--- config.mk ---
export PLATFORM = sky130hd
export DESIGN_NAME = pc_fetch
export DESIGN_NICKNAME = d
export VERILOG_FILES = /design/src/rtl/pc_fetch_pkg.sv /design/src/rtl/pc_fetch_wait_cnt.sv /design/src/rtl/pc_fetch.sv
export SDC_FILE = /design/constraint.sdc
export NUM_CORES = 1
export LEC_CHECK = 0
export ABC_AREA = 1
export CELL_PAD_IN_SITES_DETAIL_PLACEMENT = 2
export CELL_PAD_IN_SITES_GLOBAL_PLACEMENT = 2
export CORE_MARGIN = 3
export CORE_UTILIZATION = 24
export CTS_BUF_LIST = sky130_fd_sc_hd__clkbuf_8 sky130_fd_sc_hd__clkbuf_16
export DETAILED_ROUTE_END_ITERATION = 6
export MAX_ROUTING_LAYER = met4
export PLACE_DENSITY_LB_ADDON = 0.1
export SETUP_SLACK_MARGIN = 0.2
export SYNTH_ARGS = -nofsm -noshare
export SYNTH_HDL_FRONTEND = slang
export SYNTH_HIERARCHICAL = 1
export SYNTH_SLANG_ARGS = --single-unit
export TNS_END_PERCENT = 5
--- constraint.sdc ---
create_clock -name pfi_clk -period 3.3 [get_ports pfi_clk]
set_clock_uncertainty 0.15 [all_clocks]
set_input_delay 0.99 -clock pfi_clk [delete_from_list [all_inputs] [get_ports pfi_clk]]
set_output_delay 0.99 -clock pfi_clk [all_outputs]
set_load 0.01 [all_outputs]
--- src/rtl/pc_fetch_pkg.sv ---
// Shared types and default constants for the instruction fetch unit.
package pc_fetch_pkg;

    typedef enum logic {
        ST_FETCH = 1'b0,
        ST_FULL  = 1'b1
    } pf_state_t;

    localparam int PF_ADDR_W_DEF      = 16;
    localparam int PF_DATA_W_DEF      = 16;
    localparam int PF_RESET_VEC_DEF   = 0;
    localparam int PF_WAIT_STATES_DEF = 1;
    localparam int PF_WCNT_W          = 4;

endpackage

--- src/rtl/pc_fetch_wait_cnt.sv ---
// RAM2 wait-state counter: counts up from 0 and flags when it reaches WAIT_STATES.
module pf_wait_cnt
    import pc_fetch_pkg::*;
#(
    parameter int WAIT_STATES = PF_WAIT_STATES_DEF
) (
    input  logic i_clk,
    input  logic i_rst_n,
    input  logic i_clr,
    input  logic i_en,
    output logic o_tc
);

    localparam logic [PF_WCNT_W-1:0] TC_VAL = PF_WCNT_W'(WAIT_STATES);

    logic [PF_WCNT_W-1:0] r_cnt;

    always_ff @(posedge i_clk) begin
        if (!i_rst_n) begin
            r_cnt <= '0;
        end else if (i_clr) begin
            r_cnt <= '0;
        end else if (i_en) begin
            r_cnt <= r_cnt + PF_WCNT_W'(1);
        end
    end

    assign o_tc = (r_cnt == TC_VAL);

endmodule

--- src/rtl/pc_fetch.sv ---
// Instruction fetch unit: reads RAM2 at the PC, buffers one instruction for decode.
//   state    | meaning
//   ST_FETCH | RAM2 read in progress (oe low), wait counter running
//   ST_FULL  | instruction buffered, no read in progress (oe high)
module pc_fetch
    import pc_fetch_pkg::*;
#(
    parameter int                ADDR_W      = PF_ADDR_W_DEF,
    parameter int                DATA_W      = PF_DATA_W_DEF,
    parameter logic [ADDR_W-1:0] RESET_VEC   = ADDR_W'(PF_RESET_VEC_DEF),
    parameter int                WAIT_STATES = PF_WAIT_STATES_DEF
) (
    input  logic              pfi_clk,
    input  logic              pfi_rst,
    input  logic              pfi_en,
    input  logic              pfi_interrupt,
    input  logic [ADDR_W-1:0] pfi_epc,
    input  logic              pfi_branch,
    input  logic [ADDR_W-1:0] pfi_new_addr,
    input  logic              pfi_ready,
    input  logic [DATA_W-1:0] pfi_ram2_data,
    output logic [ADDR_W-1:0] pfo_ram2_addr,
    output logic              pfo_ram2_oe,
    output logic              pfo_valid,
    output logic [DATA_W-1:0] pfo_instr,
    output logic [ADDR_W-1:0] pfo_instr_pc
);

    pf_state_t         r_state;
    pf_state_t         w_state_nxt;
    logic [ADDR_W-1:0] r_pc;
    logic [ADDR_W-1:0] w_pc_nxt;
    logic [ADDR_W-1:0] r_instr_pc;
    logic [DATA_W-1:0] r_instr;
    logic              r_oe;
    logic              w_capture;
    logic              w_cnt_clr;
    logic              w_cnt_en;
    logic              w_tc;

    pf_wait_cnt #(
        .WAIT_STATES(WAIT_STATES)
    ) u_wait_cnt (
        .i_clk  (pfi_clk),
        .i_rst_n(pfi_rst),
        .i_clr  (w_cnt_clr),
        .i_en   (w_cnt_en),
        .o_tc   (w_tc)
    );

    always_ff @(posedge pfi_clk) begin
        if (!pfi_rst) begin
            r_state <= ST_FETCH;
        end else if (pfi_en) begin
            r_state <= w_state_nxt;
        end
    end

    // FETCH with oe still high is the idle cycle right after reset: it starts the read.
    always_comb begin
        w_state_nxt = r_state;
        w_pc_nxt    = r_pc;
        w_capture   = 1'b0;
        w_cnt_clr   = 1'b0;
        w_cnt_en    = 1'b0;
        if (pfi_en) begin
            if (pfi_interrupt) begin
                w_pc_nxt    = pfi_epc;
                w_state_nxt = ST_FETCH;
                w_cnt_clr   = 1'b1;
            end else if (pfi_branch) begin
                w_pc_nxt    = pfi_new_addr;
                w_state_nxt = ST_FETCH;
                w_cnt_clr   = 1'b1;
            end else begin
                case (r_state)
                    ST_FETCH: begin
                        if (!r_oe) begin
                            if (w_tc) begin
                                w_capture   = 1'b1;
                                w_pc_nxt    = r_pc + ADDR_W'(1);
                                w_state_nxt = ST_FULL;
                                w_cnt_clr   = 1'b1;
                            end else begin
                                w_cnt_en = 1'b1;
                            end
                        end
                    end
                    ST_FULL: begin
                        if (pfi_ready) begin
                            w_state_nxt = ST_FETCH;
                            w_cnt_clr   = 1'b1;
                        end
                    end
                    default: begin
                        w_state_nxt = ST_FETCH;
                        w_cnt_clr   = 1'b1;
                    end
                endcase
            end
        end
    end

    always_ff @(posedge pfi_clk) begin
        if (!pfi_rst) begin
            r_pc       <= RESET_VEC;
            r_oe       <= 1'b1;
            r_instr    <= '0;
            r_instr_pc <= '0;
        end else if (pfi_en) begin
            r_pc <= w_pc_nxt;
            r_oe <= (w_state_nxt == ST_FULL);
            if (w_capture) begin
                r_instr    <= pfi_ram2_data;
                r_instr_pc <= r_pc;
            end
        end
    end

    assign pfo_ram2_addr = r_pc;
    assign pfo_ram2_oe   = r_oe;
    assign pfo_valid     = (r_state == ST_FULL);
    assign pfo_instr     = r_instr;
    assign pfo_instr_pc  = r_instr_pc;

endmodule

After elaboration in Yosys (flattened, before gate mapping)
Cells that the tools add are included.
Storage, ports and cells
  output and inout bits: 50
  word-level logic and storage cells: 43
  bits in registers: 54
  bits of input ports: 54
Cells by class
  $add $sub $neg: 2
  mux-type cells: 26
  eq/ne operators: 3
  reductions and logical operators: 4
  bitwise gates (word level): 2
Operators with widths (number)
  $mux W16: 5
  $mux W1: 19
  $add A16 B1 Y16 const B: 1
  $ne A3 B3 Y1 const B: 2
  $add A4 B1 Y4 const B: 1
  $eq A4 B1 Y1 const B: 1
  $pmux W1 S2: 2
  $reduce_and A4 Y1: 1
  $reduce_bool A3 Y1: 1
  $not A1 Y1: 2
  $reduce_and A2 Y1: 1
  $reduce_or A2 Y1: 1

Logic depth before layout (Yosys ltp)
  word-level depth: 8
  mapped depth: 11
  gate-level depth less buffers: 10

By module
The synthesis kept the hierarchy.
Modules (own cells, without submodules)
  pc_fetch: area each 2482.4 µm², cells an instance 358, seq. area each 1001.0 µm², times used 1
  pf_wait_cnt: area each 192.7 µm², cells an instance 25, seq. area each 80.1 µm², times used 1

Worst setup path after synthesis
No wires, ideal clock.
  path kind: input -> register
  start: input pfi_interrupt
  end: register u_wait_cnt.r_cnt[3]
  path slack: 693 ps
  stages on the path: 11
  path buffers: 1
  arrival time: 2344 ps
  required time: 3037 ps
  library setup time: 113 ps
  cell sequence: buf_6 nor2_4 inv_2 nor2_4 inv_1 nor4_1 nand2_2 nor2_2 nand2_1 nand2_1 nor2_1
Between the ends
  elaborated cells on any way between the ends: 5
  those cells by class: mux: 4; reduce/logical: 1
RTL lines
  from (decl): line pc_fetch.sv:16  | input logic pfi_interrupt,
  $mux W1: line pc_fetch.sv:67  | if (pfi_interrupt) begin
  $mux W1: line pc_fetch.sv:66  | if (pfi_en) begin
  net w_cnt_en: line pc_fetch.sv:38  | logic w_cnt_en;
  to (signal assigned): line pc_fetch_wait_cnt.sv:24  | r_cnt <= r_cnt + PF_WCNT_W'(1);
  to (decl): line pc_fetch_wait_cnt.sv:16  | logic [PF_WCNT_W-1:0] r_cnt;
The timed path passes the listed nets, and every way through them passes these cells.
A chain may end at the register's enable or synchronous reset.

Worst setup path after layout
  start: input pfi_branch
  end: register r_instr_pc[2] (netlist: pfo_instr_pc[2])
Between the ends
  cells in the longest elaborated chain, start to end: 4
Ends and longest elaborated chain
  from (decl): line pc_fetch.sv:18  | input logic pfi_branch,
  $mux W1: line pc_fetch.sv:71  | end else if (pfi_branch) begin
  $mux W1: line pc_fetch.sv:67
  $mux W1: line pc_fetch.sv:66
  $reduce_and A2 Y1 (no line)
  to (signal assigned): line pc_fetch.sv:115  | r_instr_pc <= r_pc;
  to (decl): line pc_fetch.sv:33  | logic [ADDR_W-1:0] r_instr_pc;
Every way passes these cells.

==> metrics.md <==
| Metric | Value |
|---|---|
| Status | finished clean |
| CTS tree | done |
| DRT Wirelength | 10.26 mm |
| Leakage | 1.441 nW |
| CP required | 3390 ps |
| Worst setup path category | input pin to flip-flop |
| Final global-route overflow total | 0 |
| Die Y | 111.6 um |
| Worst-path maximum fanout | 42 |
| Via/cell ratio | 4.821 |
| Avg Synthesized Cell Area | 6.985 um2 |
| Hold_ws | 347.4 ps |
| Final Max Slew Viols | 0 |
| Register bit total from synthesis | 54 |
| Final hold vios | 0 |
| # DRC | 0 |
| Share of cells above drive strength 1 | 7.851% |
| Max cap viols | 0 |
| Core Area | 10600 um2 |
| Max incr delay on CP | 480 ps |
| Post-Synthesis Cells | 383 |
| First-pass GRT wire length | 16.78 mm |
| Drt pass-1 iters | 4 |
| Critical path's most frequent cell | nor2_4 |
| FP Rows | 37 |
| Netlist Area Pre-Place | 2675 um2 |
| Grt met1 use | 21.42% |
| Synth warnings | 6 |
| Final period util | 80.85% |
| Die area | 12450 um2 |
| CP startpoint kind | input pin |
| Vias in the first global route | 3206 |
| Commonest non-fill, non-tap cells in the layout | clkdlybuf4s50_1 (103), nor2_1 (86), dfxtp_1 (54) |
| Minimum clock period | 2668 ps |
| Setup TNS Final | 0 ps |
| Number of buffers created by CTS | 5 |
| Worst-skew pair later-pin latency | 310 ps |
| Initial antenna violation count | 0 |
| Number of post-CTS setup repair buffers | 0 |
| Drt wl/cell | 16.55 um |
| PortBufs | 103 |
| Count of cell types in the netlist | 33 |
| Fmax | 374.8 MHz |
| Global routing's busiest layer | met2 |
| Worst IR Drop VDD | 165.1 uV |
| Clock Path Buffers | 2 |
| DP HPWL | 7.664 mm |
| FILL cells | 1273 |
| Met3 Use GR | 2.609% |
| Clk pin slew, worst setup/hold paths | 100 ps |
| Placer Congestion | 0.8342 |
| Initial Util | 25.23% |
| Post-route ant nets | 0 |
| HP Class | flip-flop to flip-flop |
| Ys async rst share | 0% |
| Met2 GRT Util | 29.47% |
| Gates resized, CTS repair | 0 |
| Area growth from synthesis to layout | 47.43% |
| Post-synth EDFFs | 0 |
| Detailed router's first-iteration violation count | 96 |
| Worst Path Arrival | 2760 ps |
| # setup viols final | 0 |
| Most common cell after layout, fill and taps aside | clkdlybuf4s50_1 |
| Diodes inserted | 0 |
| Worst path cell trace | clkdlybuf4s50_1 > nor2_4 > inv_2 > nor2_4 > nand2_4 > inv_4 > o21ai_0 > a21oi_1 |
| # nets final | 540 |
| Slew margin rel. | 68.61% |
| # hold bufs at CTS | 0 |
| Worst slew pin tran | 470.8 ps |
| GRT Total Usage | 17.07% |
| PwrDens | 354.0 nW/um2 |
| Root buffer cell | clkbuf_8 |
| Critical path endpoint category | flip-flop |
| Top_reg_cell synth | dfxtp_1 |
| Register area share after synthesis | 40.41% |
| H-tree levels | 2 |
| Syn Nets | 440 |
| Fin util | 37.20% |
| Die outline width | 111.6 um |
| # IOs | 104 |
| Via count | 2989 |
| Crit-path slowest cell | clkdlybuf4s50_1 |
| CTS Sinks | 54 |
| RSZ-0062 raised after global routing | false |
| Largest net degree at the start of global routing | 43 |
## per-stage QoR
stage | instance area [um2] | std cells | total power, W | setup WS, ps
after floorplan | 2675 | 383 | 0.0008042 | 693.0
final | 3944 | 620 | 0.001396 | 632.0
after detailed placement | 3831 | 612 | 0.0009501 | 283.8
after global placement | 3831 | 612 | 0.0009444 | 400.3
after global routing | 3944 | 620 | 0.001477 | 437.3
after CTS | 3944 | 620 | 0.001424 | 597.5
## registers in the layout, summed over array words and instances (netlist names)
signal / count
pfo_valid: 1
pfo_ram2_addr: 16
pfo_instr: 16
pfo_instr_pc: 16
u_wait_cnt/r_cnt: 4
pfo_ram2_oe: 1
## cells in the mapped netlist (all sizes together), types with 2 or more instances
| library cell | number | area, um2 |
|---|---|---|
| nor2 | 92 | 370.3 |
| o21ai | 55 | 275.3 |
| dfxtp | 54 | 1081 |
| nand2 | 54 | 215.2 |
| a21oi | 45 | 266.5 |
| inv | 24 | 92.60 |
| nand3 | 18 | 90.09 |
| buf | 10 | 72.57 |
| clkbuf | 8 | 32.53 |
| nand4 | 6 | 37.54 |
| ha | 3 | 37.54 |
| xor2 | 3 | 26.28 |
| a31oi | 2 | 12.51 |
| o211ai | 2 | 15.01 |
## path summary, 6_finish.rpt
kind / to / slack (ps) / start / cells past startpoint
max reg2reg: pfo_instr_pc[2] / 1030 / u_wait_cnt/r_cnt[0] / 8
min: pfo_instr_pc[8] / 350 / pfo_instr_pc[8] / 2
min reg2reg: pfo_instr_pc[8] / 350 / pfo_instr_pc[8] / 2
max: pfo_instr_pc[2] / 630 / pfi_branch / 8
## metal layers
layer,vias up,routed length [um]
met5,-,0
met4,0,76
met3,7,376
met2,68,5018
met1,1455,4792
li1,1459,-
## cell families after synthesis
group / count (synthesis) / share of synthesized area, %
and+or+nand+nor: 174 / 27.64
adders and majority gates: 3 / 1.403
xor gates and xnor gates: 3 / 0.9824
buffers and inverters: 43 / 7.531
AOI/OAI and AO/OA: 106 / 22.03
DFF: 54 / 40.41
## worst max-delay path: cells and delay by family
family	cells	cell delay [ps]
simple gates	3	500
compound gates	2	290
buf+inv	3	960
## report_power, final
group	switching, W	internal (W)	leakage [nW]	total [W]
sequential	0.0000300	0.000668	0.439	0.000698
clock	0.000237	0.000228	0.0585	0.000465
combinational	0.000111	0.000123	0.944	0.000233
total	0.000377	0.00102	1.44	0.00140
## area by class of cell
cell class	count	area (um2)	area share [%]
multi-input combinational	286	1393	35.31
clock buffer	5	68.82	1.745
inverter	25	96.34	2.443
tap	136	170.2	4.315
timing repair buffer	111	1091	27.67
clock inverter	3	43.79	1.110
sequential	54	1081	27.41
Note: power is estimated with default switching activity, not from simulation.
